File: config.mk
export PLATFORM = sky130hd
export DESIGN_NAME = rom_fetch_cache
export DESIGN_NICKNAME = d
export VERILOG_FILES = /design/src/rtl/rom_fetch_cache.sv
export SDC_FILE = /design/constraint.sdc
export NUM_CORES = 1
export LEC_CHECK = 0
export CAP_MARGIN = 40
export CORE_MARGIN = 2
export CORE_UTILIZATION = 29
export CTS_BUF_LIST = sky130_fd_sc_hd__clkbuf_8
export CTS_CLUSTER_DIAMETER = 50
export DETAILED_ROUTE_END_ITERATION = 16
export DONT_BUFFER_PORTS = 1
export HOLD_SLACK_MARGIN = 0.02
export PLACE_DENSITY = 0.48
export SLEW_MARGIN = 5
export SYNTH_ARGS = -nofsm -noshare
export SYNTH_HDL_FRONTEND = slang
export SYNTH_SLANG_ARGS = --single-unit
File: constraint.sdc
create_clock -name clk -period 6.6 [get_ports clk]
set_clock_uncertainty 0.05 [all_clocks]
set_input_delay 0.99 -clock clk [delete_from_list [all_inputs] [get_ports clk]]
set_output_delay 0.99 -clock clk [all_outputs]
set_load 0.005 [all_outputs]
File: src/rtl/rom_fetch_cache.sv
// ROM fetch stage: maps ROM-local addresses to SDRAM word addresses, runs the
// req/ack/valid handshake with the arbiter and keeps a small direct-mapped word cache.
module rom_fetch_cache #(
   parameter int          ROM_ADDR_WIDTH = 19,
   parameter int          ROM_DATA_WIDTH = 16,
   parameter logic [23:0] ROM_OFFSET     = 24'h000000,
   parameter int          LINES          = 4
) (
   input  logic                      clk,
   input  logic                      reset,
   input  logic                      i_cs,
   input  logic                      i_oe,
   input  logic [ROM_ADDR_WIDTH-1:0] i_rom_addr,
   output logic [ROM_DATA_WIDTH-1:0] o_rom_data,
   input  logic                      i_invalidate,
   output logic [22:0]               o_ctrl_addr,
   output logic                      o_ctrl_req,
   input  logic                      i_ctrl_ack,
   input  logic                      i_ctrl_valid,
   input  logic [31:0]               i_ctrl_data,
   output logic                      o_ctrl_hit
);

   localparam int          AW    = ROM_ADDR_WIDTH;
   localparam int          IDX_W = $clog2(LINES);
   localparam int          TAG_W = 23 - IDX_W;
   localparam logic [22:0] OFF_W = 23'(ROM_OFFSET >> 2);

   typedef enum logic [1:0] {S_IDLE, S_REQ, S_WAIT} state_t;

   state_t             r_state, w_next;
   logic [22:0]        r_addr;
   logic [LINES-1:0]   r_valid;
   logic [TAG_W-1:0]   r_tag  [LINES];
   logic [31:0]        r_data [LINES];

   logic [22:0]        w_word;
   logic [IDX_W-1:0]   w_idx, w_fill_idx;
   logic [TAG_W-1:0]   w_tag;
   logic               w_hit, w_fill, w_start, w_bypass;
   logic [31:0]        w_src;

   generate
      if (ROM_DATA_WIDTH == 32) begin : g_map32
         assign w_word = OFF_W + 23'(i_rom_addr);
      end else begin : g_map16
         assign w_word = OFF_W + 23'(i_rom_addr[AW-1:1]);
      end
   endgenerate

   assign w_idx      = w_word[IDX_W-1:0];
   assign w_tag      = w_word[22:IDX_W];
   assign w_fill_idx = r_addr[IDX_W-1:0];
   assign w_hit      = i_cs & i_oe & r_valid[w_idx] & (r_tag[w_idx] == w_tag);

   // A valid coinciding with the ack in REQ completes the request as if in WAIT.
   assign w_fill   = i_ctrl_valid & ((r_state == S_WAIT) | ((r_state == S_REQ) & i_ctrl_ack));
   assign w_start  = (r_state == S_IDLE) & i_cs & i_oe & ~w_hit;
   assign w_bypass = w_fill & (w_word == r_addr);

   always_comb begin
      w_next     = r_state;
      o_ctrl_req = 1'b0;
      case (r_state)
         S_IDLE: if (w_start) w_next = S_REQ;
         S_REQ: begin
            o_ctrl_req = 1'b1;
            if (w_fill)          w_next = S_IDLE;
            else if (i_ctrl_ack) w_next = S_WAIT;
         end
         S_WAIT: if (i_ctrl_valid) w_next = S_IDLE;
         default: w_next = S_IDLE;
      endcase
   end

   always_ff @(posedge clk or posedge reset) begin
      if (reset) begin
         r_state <= S_IDLE;
         r_addr  <= '0;
      end else begin
         r_state <= w_next;
         if (w_start) r_addr <= w_word;
      end
   end

   always_ff @(posedge clk or posedge reset) begin
      if (reset)
         r_valid <= '0;
      else if (i_invalidate)
         r_valid <= '0;
      else if (w_fill)
         r_valid[w_fill_idx] <= 1'b1;
   end

   // Tag/data need no reset; they are only read behind a valid bit.
   always_ff @(posedge clk) begin
      if (w_fill) begin
         r_tag[w_fill_idx]  <= r_addr[22:IDX_W];
         r_data[w_fill_idx] <= i_ctrl_data;
      end
   end

   assign w_src      = w_bypass ? i_ctrl_data : r_data[w_idx];
   assign o_ctrl_hit = w_hit;
   assign o_ctrl_addr = r_addr;

   generate
      if (ROM_DATA_WIDTH == 32) begin : g_out32
         assign o_rom_data = (w_bypass | w_hit) ? w_src : '0;
      end else begin : g_out16
         // Big-endian lanes: even halfword lives in the upper half of the SDRAM word.
         assign o_rom_data = (w_bypass | w_hit) ?
                             (i_rom_addr[0] ? w_src[15:0] : w_src[31:16]) : '0;
      end
   endgenerate

endmodule

==> impl_metrics.csv <==
group,metric,value,unit
layout,layout_commonest_cell,"edfxtp_1",
clocking,cts.clk_slew.worst_paths,0.06,ns
timing,layout_min_cycle_time,4.56,ns
clocking,cts-htree-levels,2,
hold_path,hold_path_class,"input port to asynchronous set/reset pin",
yosys,synth-edff-count,192,
place,dp.cells,861,
clocking,cts_made_buffers,37,
timing,period_share,0.690,
detailed_routing,drtPass1Iterations,4,
floorplanning,fp.dieArea,32700,um^2
timing,worstMarginPinSlew,0.865,ns
global_route,grt-ovfl-total,0,
floorplanning,rows,64,
pwr,pwr-share-clk,0.369,
timing,setup_viol,0,
global_route,grt_usage,0.125,
clocking,cts_resized,0,
place,dp_hpwl,11900,um
floorplanning,start_util,0.295,
timing,max_freq,220,MHz
layout,area.growth.synth_to_final,12.2,%
global_route,grt_use_met3,0.0411,
layout,fin_cells,926,
yosys,synth_ff_type,"edfxtp_1",
yosys,synthCells,483,
yosys,ys_warn_count,0,
yosys,synthesis.area,9050,um^2
pwr,peakVddDrop,149,uV
timing,setup_tns,0,ns
pwr,internal_power,2310,uW
setup_path,crit_type,"input port to output pin",
layout,fin_nets,562,
detailed_routing,ant_nets,0,
yosys,ys_seq_area_frac,0.703,
setup_path,cp.required,5.56,ns
detailed_routing,route.detailed.drc,0,
setup_path,rr_endpoint,"o_ctrl_addr[4]",
detailed_routing,drt-total-wl,20200,um
clocking,ctsHoldBuffers,0,
detailed_routing,drtIter0Drc,345,
global_route,grt_use_met1,0.162,
pwr,comb_power_share,0.069,
place,port_buffers,0,
yosys,avgSynthCellArea,18.7,um^2
layout,antenna_cells,0,
yosys,synth.distinct_cells,46,
detailed_routing,viasPerCell,4.84,
setup_path,r2r_start,"r_tag[2][11]",
detailed_routing,wire_per_inst,21.8,um
detailed_routing,num_vias,4480,
global_route,grt_max_degree,64,
yosys,synth_seq_cells,216,
floorplanning,die_w,181,um
timing,slew_viol_final,0,
clocking,clock-sinks,216,
clocking,post_cts_buffers,0,
place,dp_slack,1.98,ns
layout,mostFrequentLayoutCells,"192 x edfxtp_1, 40 x mux4_2, 40 x clkbuf_8",
pwr,power_density,295,nW/um^2
global_route,grt_pass1_wl,30800,um
job,maxCapViolCount,0,
setup_path,reg2regPathDepth,8,
yosys,async_flop_share,0.111,
clocking,clkLatencyLatePin,0.50,ns
floorplanning,chipHeight,181,um
pwr,swShare,0.230,
layout,drive_gt1_frac,0.258,
setup_path,rrSetupSlack,3.46,ns
floorplanning,coreArea,30700,um^2
pwr,pwr-share-seq,0.562,
timing,rsz0062_at_grt,"false",
global_route,met2_usage,0.202,
setup_path,worst-endpoint-arrival,3.52,ns
timing,hold_slack,0.357,ns
timing,slew_headroom,0.423,
place,gp_congestion,0.727,
clocking,root_buffer,"clkbuf_8",
global_route,antenna_found_initial,0,
global_route,grt_pass1_vias,4923,
setup_path,crit_fanout,61,
pwr,p_leak,0.00337,uW
timing,setup_slack,2.04,ns
setup_path,endpoint_kind,"output pin",
setup_path,crit_path_start_kind,"input port",
global_route,grt.busiest_layer,"met2",
pwr,p_sw,689,uW
outcome,status,"completed",
clocking,cts_buffer_depth,3,
timing,timing_hold_violations_final,0,
clocking,cts_tree,"built",
floorplanning,ios,99,
==> state kept, by name (all words and copies together), names as in the netlist <==
register / flops
o_ctrl_addr: 18
r_tag: 64
r_valid: 4
r_state: 2
r_data: 128
==> routing by layer <==
| metal | part of all wire | wire (um) |
|---|---|---|
| met2 | 0.48 | 9700 |
| met3 | 0.074 | 1500 |
| met4 | 0.016 | 329 |
| met1 | 0.43 | 8670 |
| met5 | 0 | 0 |
==> power groups by stage <==
| stage | sequential (uW) | clock [uW] | combinational [uW] |
|---|---|---|---|
| 3_3_place_gp | 1710 | 0 | 205 |
| 5_1_grt | 1700 | 1220 | 225 |
| 2_1_floorplan | 1680 | 0 | 188 |
| 4_1_cts | 1690 | 1150 | 210 |
| 6_report | 1690 | 1110 | 206 |
| 3_5_place_dp | 1720 | 0 | 209 |
==> per-stage QoR <==
stage / utilization / instance area (um^2) / power [uW]
after floorplan: - / 9070 / 1870
after detailed placement: 0.309 / 9480 / 1930
after global routing: 0.331 / 10200 / 3140
after global placement: 0.308 / 9450 / 1910
final: 0.331 / 10200 / 3000
after CTS: 0.331 / 10200 / 3050
==> synthesized netlist by cell type (4+ instances only) <==
| cell | n | area (um^2) |
|---|---|---|
| buf_1 | 4 | 15.0 |
| buf_2 | 4 | 20.0 |
| buf_4 | 8 | 60.1 |
| clkbuf_1 | 11 | 41.3 |
| dfrtp_1 | 24 | 601 |
| edfxtp_1 | 192 | 5770 |
| inv_1 | 4 | 15.0 |
| mux2_2 | 25 | 282 |
| mux2_4 | 9 | 135 |
| mux2i_1 | 32 | 320 |
| mux4_2 | 40 | 901 |
| nand2_1 | 23 | 86.3 |
| nand3_1 | 4 | 20.0 |
| nand4_1 | 4 | 25.0 |
| nor2_1 | 7 | 26.3 |
| nor3_1 | 6 | 30.0 |
| nor3b_1 | 4 | 30.0 |
| o21ai_0 | 4 | 20.0 |
| o31ai_1 | 16 | 120 |
| xnor2_1 | 11 | 96.3 |
| xor2_1 | 17 | 149 |
==> worst max-delay path by stage <==
stage               slack (ns)           from       endpoint  cells after the start
floorplan                 1.09     i_ctrl_ack   r_data[2][0]                      4
global placement          1.86  i_rom_addr[1]  o_rom_data[7]                      6
detailed placement        1.98  i_rom_addr[1]  o_rom_data[7]                      7
CTS                       1.98  i_rom_addr[1]  o_rom_data[7]                      7
global route              1.88  i_rom_addr[1]  o_rom_data[7]                      7
finish                    2.04  i_rom_addr[1]  o_rom_data[2]                      7
==> critical path: stages <==
cell and delay, ns:
mux4_2 0.51, xor2_1 0.16, nor4_2 0.29, nand4_1 0.14, or4_1 0.73, buf_8 0.24
o31ai_1 0.39
==> layout make-up <==
| class | instances | area, um^2 |
|---|---|---|
| fill | 2949 | 20500 |
| sequential | 216 | 6370 |
| multi-input combinational | 237 | 2530 |
| clock buffer | 40 | 551 |
| tap | 396 | 495 |
| clock inverter | 25 | 126 |
| timing repair buffer | 8 | 75.1 |
| inverter | 4 | 15.0 |
==> logic make-up (layout without fill, tap and decap cells) <==
| family | after synthesis | count (layout) | share of synthesized area |
|---|---|---|---|
| xor+xnor | 28 | 28 | 0.0271 |
| compound gates | 37 | 37 | 0.0307 |
| simple gates | 61 | 61 | 0.0365 |
| flops | 216 | 216 | 0.703 |
| other cells | 1 | 5 | 0.000414 |
| mux | 106 | 106 | 0.181 |
| buf+inv | 34 | 77 | 0.0214 |
Power figures use the tool's default switching activity.
